$ cat config.mk
export PLATFORM = sky130hd
export DESIGN_NAME = upd_phy_iq_noise_packer
export DESIGN_NICKNAME = d
export VERILOG_FILES = /design/src/rtl/upd_phy_iq_noise_packer.sv
export SDC_FILE = /design/constraint.sdc
export NUM_CORES = 1
export LEC_CHECK = 0
export CAP_MARGIN = 20
export CORE_MARGIN = 2
export CORE_UTILIZATION = 30
export DETAILED_ROUTE_END_ITERATION = 12
export PLACE_DENSITY_LB_ADDON = 0.15
export RECOVER_POWER = 100
export REMOVE_ABC_BUFFERS = 1
export SLEW_MARGIN = 20
export SYNTH_ARGS = -nofsm -noshare
export SYNTH_HDL_FRONTEND = slang
export SYNTH_SLANG_ARGS = --single-unit
$ cat constraint.sdc
create_clock -name i_core_clk -period 8.6 [get_ports i_core_clk]
set_input_delay 1.72 -clock i_core_clk [delete_from_list [all_inputs] [get_ports i_core_clk]]
set_output_delay 1.72 -clock i_core_clk [all_outputs]
set_load 0.005 [all_outputs]
$ cat src/rtl/upd_phy_iq_noise_packer.sv
// upd_phy_iq_noise_packer: packs per-strobe IQ RE pairs and decimated noise samples into 128-bit FIFO words
module upd_phy_iq_noise_packer #(
   parameter int LANES = 8
) (
   input  logic                  i_core_clk,
   input  logic                  i_rx_rstn,
   input  logic                  i_start,
   input  logic [15:0]           i_user_iq_noise_rate,
   input  logic [15:0]           i_cur_user_re_amounts,
   input  logic                  i_data_strobe,
   input  logic [15:0]           i_re0_data_i,
   input  logic [15:0]           i_re0_data_q,
   input  logic [15:0]           i_re1_data_i,
   input  logic [15:0]           i_re1_data_q,
   input  logic [15:0]           i_noise_data,
   input  logic                  IQ_FIFO_Full,
   input  logic                  Noise_FIFO_Full,
   output logic                  o_ready,
   output logic                  IQ_FIFO_Write_Enable,
   output logic                  Noise_FIFO_Write_Enable,
   output logic [16*LANES-1:0]   IQ_FIFO_Write_Data,
   output logic [16*LANES-1:0]   Noise_FIFO_Write_Data,
   output logic                  o_busy,
   output logic                  o_done
);
   localparam int W = 16 * LANES;
   localparam logic [1:0] IDLE = 2'd0, RUN = 2'd1, FLUSH = 2'd2, DONE = 2'd3;

   logic [1:0]     state_q, state_d;
   logic [15:0]    rate_q, rate_d, strobes_q, strobes_d, beat_q, beat_d, rcnt_q, rcnt_d;
   logic           odd_q, odd_d;
   logic           iq_half_q, iq_half_d, iq_pend_q, iq_pend_d;
   logic [W/2-1:0] iq_asm_q, iq_asm_d;
   logic [W-1:0]   iq_out_q, iq_out_d;
   logic [2:0]     nz_lane_q, nz_lane_d;
   logic           nz_pend_q, nz_pend_d;
   logic [W-1:0]   nz_asm_q, nz_asm_d, nz_out_q, nz_out_d, nz_ins;
   logic [16:0]    re_p1;
   logic [W/2-1:0] beat_lanes;
   logic           acc, last, cap, iq_cmp, nz_cmp, iq_fl, nz_fl;

   assign IQ_FIFO_Write_Enable    = iq_pend_q & ~IQ_FIFO_Full;
   assign Noise_FIFO_Write_Enable = nz_pend_q & ~Noise_FIFO_Full;
   assign IQ_FIFO_Write_Data      = iq_out_q;
   assign Noise_FIFO_Write_Data   = nz_out_q;
   assign o_busy                  = state_q != IDLE;
   assign o_done                  = state_q == DONE;
   assign o_ready    = (state_q == RUN) & ~(iq_pend_q & IQ_FIFO_Full) & ~(nz_pend_q & Noise_FIFO_Full);
   assign acc        = i_data_strobe & o_ready;
   assign last       = beat_q == strobes_q - 16'd1;
   assign cap        = acc & (rcnt_q == 16'd0);
   assign iq_cmp     = acc & iq_half_q;
   assign nz_cmp     = cap & (nz_lane_q == 3'd7);
   assign iq_fl      = (state_q == FLUSH) & iq_half_q & (~iq_pend_q | IQ_FIFO_Write_Enable);
   assign nz_fl      = (state_q == FLUSH) & (nz_lane_q != 3'd0) & (~nz_pend_q | Noise_FIFO_Write_Enable);
   assign re_p1      = {1'b0, i_cur_user_re_amounts} + 17'd1;
   assign beat_lanes = {(last & odd_q) ? 32'd0 : {i_re1_data_q, i_re1_data_i}, i_re0_data_q, i_re0_data_i};

   // current noise assembly word with this beat's sample dropped into the next free lane
   always_comb begin
      nz_ins = nz_asm_q;
      nz_ins[{nz_lane_q, 4'd0} +: 16] = i_noise_data;
   end

   // next-state: user setup, beat packing, flush of partial words and output register handoff
   always_comb begin
      state_d   = state_q;
      rate_d    = rate_q;
      strobes_d = strobes_q;
      odd_d     = odd_q;
      beat_d    = beat_q;
      rcnt_d    = rcnt_q;
      iq_half_d = iq_half_q;
      iq_asm_d  = iq_asm_q;
      nz_lane_d = nz_lane_q;
      nz_asm_d  = nz_asm_q;
      if (state_q == IDLE && i_start) begin
         rate_d    = (i_user_iq_noise_rate == 16'd0) ? 16'd1 : i_user_iq_noise_rate;
         strobes_d = re_p1[16:1];
         odd_d     = i_cur_user_re_amounts[0];
         beat_d    = 16'd0;
         rcnt_d    = 16'd0;
         iq_half_d = 1'b0;
         nz_lane_d = 3'd0;
         nz_asm_d  = '0;
         state_d   = (i_cur_user_re_amounts == 16'd0) ? DONE : RUN;
      end
      if (acc) begin
         beat_d    = beat_q + 16'd1;
         rcnt_d    = (rcnt_q == rate_q - 16'd1) ? 16'd0 : rcnt_q + 16'd1;
         iq_half_d = ~iq_half_q;
         iq_asm_d  = iq_half_q ? iq_asm_q : beat_lanes;
         state_d   = last ? FLUSH : state_q;
      end
      if (cap) begin
         nz_lane_d = nz_lane_q + 3'd1;
         nz_asm_d  = nz_cmp ? '0 : nz_ins;
      end
      if (iq_fl) iq_half_d = 1'b0;
      if (nz_fl) begin
         nz_lane_d = 3'd0;
         nz_asm_d  = '0;
      end
      if (state_q == FLUSH && !iq_half_q && nz_lane_q == 3'd0 &&
          (!iq_pend_q || IQ_FIFO_Write_Enable) && (!nz_pend_q || Noise_FIFO_Write_Enable))
         state_d = DONE;
      if (state_q == DONE) state_d = IDLE;
      iq_out_d  = iq_cmp ? {beat_lanes, iq_asm_q} : iq_fl ? {{(W/2){1'b0}}, iq_asm_q} : iq_out_q;
      iq_pend_d = iq_cmp | iq_fl | (iq_pend_q & ~IQ_FIFO_Write_Enable);
      nz_out_d  = nz_cmp ? nz_ins : nz_fl ? nz_asm_q : nz_out_q;
      nz_pend_d = nz_cmp | nz_fl | (nz_pend_q & ~Noise_FIFO_Write_Enable);
   end

   // state registers, cleared asynchronously so partial and pending words are dropped on reset
   always_ff @(posedge i_core_clk or negedge i_rx_rstn) begin
      if (!i_rx_rstn) begin
         state_q   <= IDLE;
         rate_q    <= 16'd1;
         strobes_q <= '0;
         odd_q     <= 1'b0;
         beat_q    <= '0;
         rcnt_q    <= '0;
         iq_half_q <= 1'b0;
         iq_asm_q  <= '0;
         iq_out_q  <= '0;
         iq_pend_q <= 1'b0;
         nz_lane_q <= '0;
         nz_asm_q  <= '0;
         nz_out_q  <= '0;
         nz_pend_q <= 1'b0;
      end else begin
         state_q   <= state_d;
         rate_q    <= rate_d;
         strobes_q <= strobes_d;
         odd_q     <= odd_d;
         beat_q    <= beat_d;
         rcnt_q    <= rcnt_d;
         iq_half_q <= iq_half_d;
         iq_asm_q  <= iq_asm_d;
         iq_out_q  <= iq_out_d;
         iq_pend_q <= iq_pend_d;
         nz_lane_q <= nz_lane_d;
         nz_asm_q  <= nz_asm_d;
         nz_out_q  <= nz_out_d;
         nz_pend_q <= nz_pend_d;
      end
   end
endmodule

# Yosys cells after proc, flatten, opt, wreduce, memory -nomap -nowiden
# Index checks and enable logic that the tools add are counted.
# Widths: inputs -> output; s select.
totals:
  regBits: 521
  in_bits: 118
  out_inout_bits: 261
  elab_cells: 114
op_classes:
  n_addsub: 7
  n_eq_ne: 7
  n_shift: 2
  n_mux: 27
  bitwise_logic: 32
  reduce_logical: 25
op_table:
  columns: ["cell", "count"]
  rows:
  - ["$mux 128", 8]
  - ["$bwmux 128", 1]
  - ["$shift 16x9->128 const A", 1]
  - ["$shiftx 16x9->128", 1]
  - ["$mux 16", 5]
  - ["$logic_not 16->1", 3]
  - ["$add 16x1->16 const B", 2]
  - ["$eq 16x16->1", 2]
  - ["$mux 32", 1]
  - ["$sub 16x1->16 const B", 2]
  - ["$add 16x1->17 const B", 1]
  - ["$and 1x1->1", 17]
  - ["$mux 2", 6]
  - ["$mux 3", 3]
  - ["$neg 7->9", 1]
  - ["$not 1->1", 9]
  - ["$reduce_bool 3->1", 3]
  - ["$reduce_bool 2->1", 4]
  - ["$or 1x1->1", 6]
  - ["$logic_and 1x1->1", 5]
  - ["$eq 2x2->1 const B", 2]
  - ["$ne 4x2->1 const B", 1]
  - ["$reduce_and 2->1", 2]
  - ["$reduce_bool 4->1", 1]
  - ["other kinds (8)", 13]

# Longest topological paths before layout
# Gate-level depths: netlist of run 1.
logic_depth:
  ltp_word: 10
  ltp_mapped: 11
  mapped_depth_nobuf: 9

# Least setup slack after synthesis of run 1
# OpenSTA, ideal clock, no wires.
synth_timing:
  path_type: "input to output"
  startpoint: "in IQ_FIFO_Full"
  endpoint: "out o_ready"
  arrival_time_ns: 2.104
  required_ns: 6.880
  slack_ns: 4.776
  cell_stages: 2
  n_path_buf: 0
  cell_sequence: "a22oi_1 and2_1"
synth_between:
  elab_chain_len: 4
synth_lines:
  columns: ["element", "line_no", "source"]
  rows:
  - ["start, declared", "16", "input logic IQ_FIFO_Full,"]
  - ["$and 1x1->1", "48", "assign o_ready = (state_q == RUN) & ~(iq_pend_q & IQ_FIFO_Full) & ~(nz_pend_q & Noise_FIFO_Full);"]
  - ["$not 1->1", "48", null]
  - ["$and 1x1->1 (2 in series)", "48", null]
  - ["end, declared", "18", "output logic o_ready,"]
# Every way passes these cells.

# Worst setup path in the final report of run 1
layout_timing:
  startpoint: "in IQ_FIFO_Full"
  endpoint: "reg nz_out_q[90] (netlist: Noise_FIFO_Write_Data[90])"
layout_between:
  elab_chain_len: 8
  elab_cells_between_ends: 9
  classes_between: "mux (1); bitwise (7); reduce/logical (1)"
layout_lines:
  columns: ["element", "line_no", "source"]
  rows:
  - ["$and 1x1->1 *", "48", null]
  - ["$not 1->1 *", "48", null]
  - ["$and 1x1->1 * (2 in series)", "48", null]
  - ["$and 1x1->1 *", "49", "assign acc = i_data_strobe & o_ready;"]
  - ["$and 1x1->1 *", "51", "assign cap = acc & (rcnt_q == 16'd0);"]
  - ["$and 1x1->1 *", "53", "assign nz_cmp = cap & (nz_lane_q == 3'd7);"]
  - ["$mux 128 / $reduce_bool 2->1 (equally long branches)", null, null]
  - ["end signal, assigned", "144", "nz_out_q <= nz_out_d;"]
  - ["end, declared", "37", "logic [W-1:0] nz_asm_q, nz_asm_d, nz_out_q, nz_out_d, nz_ins;"]
# Every way passes the cells marked *; elsewhere a longest branch is shown, timed or not.
# A chain may end at the register's enable or synchronous reset.

==> results.py, run 1 <==
metrics = {
    "setup_path": {
        "r2r_slack_ps": 3770,
        "path_class": "input port to register",
        "r2r_cells": 8,
        "worstPathArrival_ps": 6590,
        "slowest_delay_ps": 970,
        "cp_cell_sequence": "dlygate4sd3_1, a22oi_1, nand3_1, nor2_1, nand2_1, and2_4, clkbuf_2, a222oi_1, inv_1",
        "worstSetupStartpointType": "input port",
        "cp.required_ps": 9110,
        "cp_max_fo": 76,
        "worst_setup_path_end_kind": "register",
        "timing.rr.end": "Noise_FIFO_Write_Data[90]$_DFFE_PN0P_",
        "critical_path_buf_inv_count": 3,
        "crit_slowest_cell": "clkbuf_2",
        "crit_family": "simple AND/OR/NAND/NOR gates",
        "regToRegStartpoint": "nz_pend_q$_DFF_PN0_",
    },
    "global_routing": {
        "overflow": 0,
        "antenna_found_initial": 0,
        "grt_pass1_vias": 17500,
        "grt_max_degree": 154,
        "grt.total_usage_pct": 18.3,
        "grt_pass1_wl_mm": 108,
    },
    "power_and_ir_drop": {
        "p_leak_nw": 14.5,
        "vdd_drop_max_mv": 0.155,
        "p_per_area_nw_per_um2": 308,
        "finalPower_mw": 8.79,
    },
    "route": {
        "drtIter0Drc": 1677,
        "num_vias": 17400,
        "ant_nets": 0,
        "drc_errors": 0,
        "wl_per_cell_um": 20.5,
        "wl_met1_mm": 31.2,
        "wl_met3_mm": 5.43,
        "dr.pass1.iters": 9,
        "dr_wl_met2_mm": 31.9,
        "avgViaCountPerCell": 5.07,
        "highest_layer": "met4",
        "drt-total-wl_mm": 70.0,
    },
    "clock_network": {
        "clkTransAtPathRegs_ps": 60,
        "post_cts_buffers": 0,
        "clockBufferDepth": 3,
        "cts_htree_levels": 2,
        "cts_sinks": 521,
        "cts_hold_buf": 0,
        "numCtsBuffers": 59,
        "worstSkewPairLatency_ps": 640,
        "post_cts_resized": 0,
        "cts_tree": "built",
        "cts_root_buf": "clkbuf_16",
    },
    "synthesis": {
        "yosys_warnings": 0,
        "synth_top_area_cell": "dfrtp_1",
        "synth_cell_types": 58,
        "seq_area_frac_synth_pct": 59.6,
        "yosys-top-cells-area": "dfrtp_1, nand2_1, a22o_1",
        "syn_inst": 2083,
        "avgSynthCellArea_um2": 10.5,
        "synth_top_area_share_pct": 59.4,
        "ys_seq_elements": 521,
        "synth_edf_count": 0,
        "syn-cell-area_um2": 21900,
        "async_flop_share_pct": 100,
        "synth_flop_cell": "dfrtp_1",
    },
    "timing": {
        "fin_skew_ps": 28.1,
        "rsz0062_at_grt": "false",
        "max_slew_margin_pct": -164,
        "tightest_slew_ps": 3970,
        "hold_violations": 0,
        "fmax_ghz": 0.164,
        "worst_slack_ps": 2510,
        "finalCritPeriodShare_pct": 70.8,
        "final.min_clock_period_ps": 6090,
        "drv_slew": 760,
        "tns_ps": 0,
        "setup_viol": 0,
    },
    "finish": {
        "area_growth_pct": 30.3,
        "final_common_cell": "nand2_1",
        "finalNetCount": 2546,
        "final_cell_mix": "nand2_1, dfrtp_1, dlygate4sd3_1",
        "fillers": 7182,
        "drive_gt1_share_pct": 6.62,
        "diodes": 0,
    },
    "place": {
        "portBuffers": 378,
        "hpwl_mm": 44.9,
        "place_ws_ps": 2800,
        "gp_congestion": 0.786,
    },
    "min_path": {
        "hold_class": "register to register",
        "hold_depth": 2,
        "min_from": "IQ_FIFO_Write_Data[44]$_DFFE_PN0P_",
        "whs_endpoint": "IQ_FIFO_Write_Data[44]$_DFFE_PN0P_",
    },
    "floorplanning": {
        "io_pins": 379,
        "fp.dieW_um": 274,
        "die_area_um2": 75200,
        "rows": 99,
        "die_h_um": 274,
        "start_util_pct": 30.2,
        "core_area_um2": 72600,
    },
    "job": {
        "max-cap-violations": 13,
    },
    "outcome": {
        "violations": "max-capacitance violations, max-slew violations",
        "status": "finished with violations",
    },
}
per-layer routing:
layer  track usage (%)  vias to the layer above
met5                 0                        -
met4              4.55                        0
met3              4.71                       93
met2              29.1                      592
met1              25.0                     8675
li1                  -                     7993
where the power goes:
group	total (mW)	switching (mW)	internal, mW
Clock	2.68	1.07	1.61
Sequential	3.67	0.493	3.18
Combinational	2.44	1.33	1.11
Total	8.79	2.89	5.90
cell type report:
type	count	area, µm²	area share [%]
Clock buffer	82	1720	6.04
Clock inverter	23	367	1.28
Inverter	147	552	1.93
Multi-Input combinational cell	1269	7580	26.6
Sequential cell	521	13000	45.7
Tap cell	959	1200	4.21
Timing Repair Buffer	419	4070	14.3
Yosys cell counts, types with 3 or more instances:
cell type and instances:
a211oi_1 4, a21oi_1 8, a222oi_1 128, a22o_1 155
a22o_2 5, a41oi_1 3, and2_1 8, and3_1 10
and4_1 3, buf_1 3, buf_12 3, buf_6 5
clkbuf_1 134, dfrtp_1 520, ha_1 11, inv_1 147
mux2i_1 8, nand2_1 526, nand2b_1 3, nand3_1 74
nand4_1 11, nor2_1 49, nor2b_1 5, nor3_1 33
nor4_1 21, nor4b_1 6, o211ai_1 6, o21ai_0 40
o21ai_1 16, o21ai_2 30, o31ai_1 6, or3_1 3
or4_1 4, xnor2_1 35, xor2_1 29
cell families after synthesis:
kind of cell	after synthesis	share of synthesized area, %
AOI/OAI and AO/OA	411	16.0
xor gates and xnor gates	64	2.56
adders and majority gates	11	0.629
buffers and inverters	293	5.42
DFF	521	59.6
muxes	8	0.366
and+or+nand+nor	775	15.4
metrics by stage:
step                      hold WS [ps]  std cells  util, %  cell area (µm²)
after detailed placement           454       3313     36.7            26600
after CTS                          468       3418     39.5            28700
after global routing               481       3420     39.3            28500
after global placement             450       3311     36.6            26600
final                              457       3420     39.3            28500
after floorplan                    446       1937        -            21300
flip-flops by register name, indices dropped and copies added, names as in the netlist, 16 cells and up:
signal                 count
nz_asm_q                 128
rate_q                    16
Noise_FIFO_Write_Data    128
rcnt_q                    16
IQ_FIFO_Write_Data       128
strobes_q                 16
beat_q                    16
iq_asm_q                  64
how the worst max path moves through the flow:
stage / slack (ps) / cells after the start / end / startpoint
2_1_floorplan: 3330 / 7 / Noise_FIFO_Write_Data[0]$_DFFE_PN0P_ / IQ_FIFO_Full
3_3_place_gp: 2960 / 9 / Noise_FIFO_Write_Data[7]$_DFFE_PN0P_ / IQ_FIFO_Full
3_5_place_dp: 2800 / 9 / Noise_FIFO_Write_Data[47]$_DFFE_PN0P_ / IQ_FIFO_Full
4_1_cts: 3450 / 9 / Noise_FIFO_Write_Data[86]$_DFFE_PN0P_ / IQ_FIFO_Full
5_1_grt: 2050 / 7 / iq_asm_q[45]$_DFFE_PN0P_ / IQ_FIFO_Full
6_report: 2510 / 9 / Noise_FIFO_Write_Data[90]$_DFFE_PN0P_ / IQ_FIFO_Full
tightest hold or removal path, cell delays in order (launching register included):
cell and delay, ps:
dfrtp_1 330, nand2_1 50, nand2_1 50
No activity file was read; power rests on OpenSTA's default activity.
==> inputs of run 2 (changes only) <==
==> constraint.sdc (replaced) <==
create_clock -name i_core_clk -period 6 [get_ports i_core_clk]
set_input_delay 1.2 -clock i_core_clk [delete_from_list [all_inputs] [get_ports i_core_clk]]
set_output_delay 1.2 -clock i_core_clk [all_outputs]
set_load 0.005 [all_outputs]
==> run 2 against run 1 <==
The flow still finishes with violations (max-capacitance violations, max-slew violations). Clock skew fell by 3.6 ps. Clock power rose by 54%. Core utilization rose by 0.32 points. Global-route usage fell by 0.072 points. Critical path type unchanged. Largest cell class unchanged.
==> results.py, run 2 (synthesized netlist as in run 1, its figures left out) <==
metrics = {
    "setup_path": {
        "worst_setup_path_end_kind": "register",
        "cp.required_ps": 6560,
        "worstSetupStartpointType": "input port",
        "crit_family": "compound AO/OA/AOI/OAI gates",
        "worstPathArrival_ps": 5380,
        "slowest_delay_ps": 1650,
        "crit_slowest_cell": "o21ai_0",
        "cp_max_fo": 17,
        "path_class": "input port to register",
        "critical_path_buf_inv_count": 2,
        "cp_cell_sequence": "dlygate4sd3_1, a22oi_1, nand3_1, clkbuf_1, or3_1, o21ai_0, a22o_1",
    },
    "route": {
        "drt-total-wl_mm": 69.8,
        "drtIter0Drc": 1672,
        "dr.pass1.iters": 10,
        "num_vias": 17300,
        "ant_nets": 0,
        "wl_per_cell_um": 20.3,
        "drc_errors": 0,
        "avgViaCountPerCell": 5.05,
    },
    "global_routing": {
        "overflow": 0,
        "grt_pass1_vias": 17800,
        "grt_max_degree": 135,
        "grt.total_usage_pct": 18.3,
        "grt_pass1_wl_mm": 108,
        "antenna_found_initial": 0,
    },
    "finish": {
        "fillers": 7107,
        "final_cell_mix": "nand2_1, dfrtp_1, dlygate4sd3_1",
        "fin_area_um2": 28800,
        "area_growth_pct": 31.4,
        "finalNetCount": 2551,
        "final_common_cell": "nand2_1",
        "fin_util_pct": 39.6,
        "diodes": 0,
        "drive_gt1_share_pct": 7.16,
    },
    "floorplanning": {
        "io_pins": 379,
        "die_h_um": 274,
        "start_util_pct": 30.2,
        "fp.dieW_um": 274,
        "die_area_um2": 75200,
        "core_area_um2": 72600,
        "rows": 99,
    },
    "timing": {
        "max_slew_margin_pct": -126,
        "drv_slew": 728,
        "rsz0062_at_grt": "false",
        "hold_violations": 0,
        "final.min_clock_period_ps": 4820,
        "tns_ps": 0,
        "fin_skew_ps": 24.4,
        "fmax_ghz": 0.207,
        "setup_viol": 0,
        "tightest_slew_ps": 3380,
        "finalCritPeriodShare_pct": 80.3,
    },
    "power_and_ir_drop": {
        "p_leak_nw": 14.6,
        "pwr-share-comb_pct": 27.3,
        "p_int_mw": 8.74,
        "seqPwrFrac_pct": 40.8,
        "p_sw_share_pct": 32.4,
        "p_per_area_nw_per_um2": 449,
        "pwr-share-clk_pct": 31.8,
        "vdd_drop_max_mv": 0.239,
        "power_switching_mw": 4.18,
    },
    "clock_network": {
        "clockBufferDepth": 3,
        "worstSkewPairLatency_ps": 640,
        "numCtsBuffers": 60,
        "clkTransAtPathRegs_ps": 60,
        "cts_htree_levels": 2,
        "post_cts_buffers": 0,
        "cts_root_buf": "clkbuf_16",
        "cts_sinks": 521,
        "post_cts_resized": 0,
        "cts_tree": "built",
        "cts_hold_buf": 0,
    },
    "outcome": {
        "violations": "max-capacitance violations, max-slew violations",
        "status": "finished with violations",
    },
    "place": {
        "gp_congestion": 0.801,
        "hpwl_mm": 45.2,
        "portBuffers": 378,
        "placed_area_um2": 26600,
    },
    "job": {
        "max-cap-violations": 11,
    },
    "min_path": {
        "hold_class": "register to register",
    },
}
-- run 2: tightest hold or removal path: stages, from the launching register on --
cell     delay [ps]
dfrtp_1         330
nand2_1          50
nand2_1          50
-- run 2: cell type report --
class | instances | area, µm² | area share, %
Inverter | 147 | 552 | 1.92
Multi-Input combinational cell | 1269 | 7590 | 26.4
Sequential cell | 521 | 13000 | 45.3
Tap cell | 959 | 1200 | 4.17
Clock buffer | 85 | 1790 | 6.21
Clock inverter | 28 | 478 | 1.66
Timing Repair Buffer | 423 | 4120 | 14.3
-- run 2: stage by stage --
step,power (mW),instances,worst slack (ps),hold WS (ps)
floorplan,7.17,1937,1250,446
global placement,9.04,3312,1450,451
detailed placement,9.14,3316,1320,455
CTS,13.3,3429,2000,468
global route,13.8,3432,810,477
finish,12.9,3432,1180,457
-- run 2: per-layer routing --
| layer | global-route usage, % | vias up | routed length, µm |
|---|---|---|---|
| li1 | - | 8026 | - |
| met1 | 25.4 | 8692 | 31700 |
| met2 | 28.8 | 511 | 31600 |
| met3 | 4.04 | 92 | 4900 |
| met4 | 4.81 | 0 | 1500 |
| met5 | 0 | - | 0 |
-- run 2: power by group through the flow --
stage | sequential (mW) | clock (mW) | combinational (mW)
floorplan | 5.19 | 0 | 1.97
global placement | 5.32 | 0 | 3.73
detailed placement | 5.35 | 0 | 3.80
CTS | 5.30 | 4.23 | 3.82
global route | 5.42 | 4.38 | 3.99
finish | 5.28 | 4.12 | 3.53
-- run 2: path summary, 6_finish.rpt --
check                                                  startpoint                                  end  slack (ps)  cells after the start
min in group asynchronous                               i_rx_rstn   IQ_FIFO_Write_Data[92]$_DFFE_PN0P_         550                      1
worst max register to register             state_q[1]$_DFFE_PN0P_  IQ_FIFO_Write_Data[122]$_DFFE_PN0P_        1880                      7
worst max-delay path                                 IQ_FIFO_Full            nz_asm_q[120]$_DFFE_PN0P_        1180                      7
max in group asynchronous                               i_rx_rstn             nz_asm_q[90]$_DFFE_PN0P_        1730                      2
worst min register to register  IQ_FIFO_Write_Data[5]$_DFFE_PN0P_    IQ_FIFO_Write_Data[5]$_DFFE_PN0P_         460                      2
worst min-delay path            IQ_FIFO_Write_Data[5]$_DFFE_PN0P_    IQ_FIFO_Write_Data[5]$_DFFE_PN0P_         460                      2
==> inputs of run 3 (changes only) <==
==> constraint.sdc (replaced) <==
create_clock -name i_core_clk -period 4.2 [get_ports i_core_clk]
set_input_delay 0.84 -clock i_core_clk [delete_from_list [all_inputs] [get_ports i_core_clk]]
set_output_delay 0.84 -clock i_core_clk [all_outputs]
set_load 0.005 [all_outputs]
==> run 3 against run 2 <==
The run still ends with max-capacitance violations, max-slew violations left. Combinational power rose by 42%. Power rose by 37%. Sequential share of layout area rose by 0.12 points. Core utilization fell by 0.10 points. Sequential power rose by 43%. Clock power rose by 25%. Worst hold slack improved by 1.5 ps. Die area did not move. Non-clock buffer count rose by 31. Setup slack got worse by 720 ps. Final area fell by 0.26%. Critical path depth rose by 1. Critical path type unchanged.
==> results.py, run 3 (synthesized netlist as in run 1, its figures left out) <==
metrics = {
    "finish": {
        "finalNetCount": 2579,
        "final_cell_mix": "nand2_1, dfrtp_1, dlygate4sd3_1",
        "area_growth_pct": 31.0,
        "multi_input_area_um2": 7560,
        "fillers": 7146,
        "diodes": 0,
        "drive_gt1_share_pct": 6.89,
        "final_common_cell": "nand2_1",
        "seqCellArea_um2": 13000,
    },
    "clock_network": {
        "numCtsBuffers": 57,
        "clkTransAtPathRegs_ps": 60,
        "cts_hold_buf": 0,
        "clockBufferDepth": 3,
        "cts_tree": "built",
        "cts_sinks": 521,
        "worstSkewPairLatency_ps": 630,
        "cts_htree_levels": 2,
        "cts_root_buf": "clkbuf_16",
        "post_cts_buffers": 0,
        "post_cts_resized": 0,
    },
    "setup_path": {
        "startpoint": "IQ_FIFO_Full",
        "path_class": "input port to register",
        "cp.required_ps": 4770,
        "timing.rr.end": "IQ_FIFO_Write_Data[122]$_DFFE_PN0P_",
        "r2r_slack_ps": 630,
        "cp_max_fo": 16,
        "worstPathArrival_ps": 4300,
        "worst_setup_path_end_kind": "register",
        "worstSetupStartpointType": "input port",
        "regToRegStartpoint": "strobes_q[0]$_DFFE_PN0P_",
        "r2r_cells": 7,
    },
    "floorplanning": {
        "die_area_um2": 75200,
        "die_h_um": 274,
        "core_area_um2": 72600,
        "start_util_pct": 30.2,
        "fp.dieW_um": 274,
        "rows": 99,
        "io_pins": 379,
    },
    "timing": {
        "max_slew_margin_pct": -121,
        "rsz0062_at_grt": "false",
        "setup_viol": 0,
        "hold_violations": 0,
        "hold_ws_ps": 459,
        "fmax_ghz": 0.268,
        "fin_skew_ps": 17.0,
        "tns_ps": 0,
        "finalCritPeriodShare_pct": 89.0,
        "final.min_clock_period_ps": 3740,
        "drv_slew": 336,
        "tightest_slew_ps": 3320,
    },
    "route": {
        "drc_errors": 0,
        "dr.pass1.iters": 9,
        "wl_per_cell_um": 20.4,
        "ant_nets": 0,
        "avgViaCountPerCell": 5.05,
        "num_vias": 17500,
        "drt-total-wl_mm": 70.4,
        "drtIter0Drc": 1648,
    },
    "power_and_ir_drop": {
        "pwr-share-clk_pct": 29.1,
        "seqPwrFrac_pct": 42.6,
        "p_sw_share_pct": 33.3,
        "pwr-share-comb_pct": 28.3,
        "p_per_area_nw_per_um2": 619,
        "p_int_mw": 11.8,
        "vdd_drop_max_mv": 0.353,
        "p_leak_nw": 14.6,
        "power_switching_mw": 5.91,
        "finalPower_mw": 17.8,
    },
    "place": {
        "portBuffers": 378,
        "hpwl_mm": 46.3,
        "gp_congestion": 0.788,
    },
    "job": {
        "max-cap-violations": 5,
    },
    "global_routing": {
        "antenna_found_initial": 0,
        "grt.total_usage_pct": 18.5,
        "grt_pass1_vias": 17700,
        "overflow": 0,
        "grt_max_degree": 109,
        "grt_pass1_wl_mm": 109,
    },
    "min_path": {
        "hold_depth": 2,
        "whs_endpoint": "IQ_FIFO_Write_Data[45]$_DFFE_PN0P_",
        "min_from": "IQ_FIFO_Write_Data[45]$_DFFE_PN0P_",
        "hold_class": "register to register",
    },
    "outcome": {
        "violations": "max-capacitance violations, max-slew violations",
        "status": "finished with violations",
    },
}
## run 3: critical path, cell delays in order
cell and delay [ps]:
dlygate4sd3_1 580, a22oi_1 360, nand3_1 170, clkbuf_1 390
or3_1 740, o21ai_0 290, clkbuf_1 670, a22o_1 240
## run 3: worst max path at each step
stage,end,slack [ps],cells past startpoint
3_3_place_gp,IQ_FIFO_Write_Data[122]$_DFFE_PN0P_,600,7
2_1_floorplan,Noise_FIFO_Write_Data[0]$_DFFE_PN0P_,-190,7
4_1_cts,IQ_FIFO_Write_Data[127]$_DFFE_PN0P_,680,9
5_1_grt,strobes_q[7]$_DFFE_PN0P_,250,4
3_5_place_dp,IQ_FIFO_Write_Data[122]$_DFFE_PN0P_,580,7
6_report,nz_asm_q[19]$_DFFE_PN0P_,460,8
## run 3: final cells by class
| cell class | count | area share [%] |
|---|---|---|
| clock buffers | 89 | 5.88 |
| well taps | 959 | 4.18 |
| repair buffers | 454 | 15.3 |
| inverters | 147 | 1.92 |
| clock inverters | 18 | 0.872 |
| multi-input cells | 1269 | 26.4 |
| flip-flops and latches | 521 | 45.4 |
## run 3: metal layers
| layer | track usage [%] | wire length (µm) | up-vias |
|---|---|---|---|
| li1 | - | - | 8072 |
| met1 | 25.8 | 31700 | 8786 |
| met2 | 29.5 | 32700 | 555 |
| met3 | 4.26 | 5020 | 62 |
| met4 | 3.40 | 941 | 0 |
| met5 | 0 | 0 | - |
## run 3: power groups by stage
stage          Combinational (mW)  Sequential [mW]  Clock, mW
6_report                     5.03             7.56       5.17
5_1_grt                      5.68             7.77       5.53
4_1_cts                      5.50             7.59       5.33
3_5_place_dp                 5.49             7.66          0
3_3_place_gp                 5.38             7.63          0
2_1_floorplan                2.82             7.42          0
## run 3: per-stage QoR
step           std cells  cell area, µm²  setup slack, ps  utilization (%)
2_1_floorplan       1937           21300             -193                -
3_3_place_gp        3350           27000              601             37.2
3_5_place_dp        3350           27000              581             37.2
4_1_cts             3457           28900              680             39.8
5_1_grt             3457           28700              251             39.5
6_report            3457           28700              464             39.5
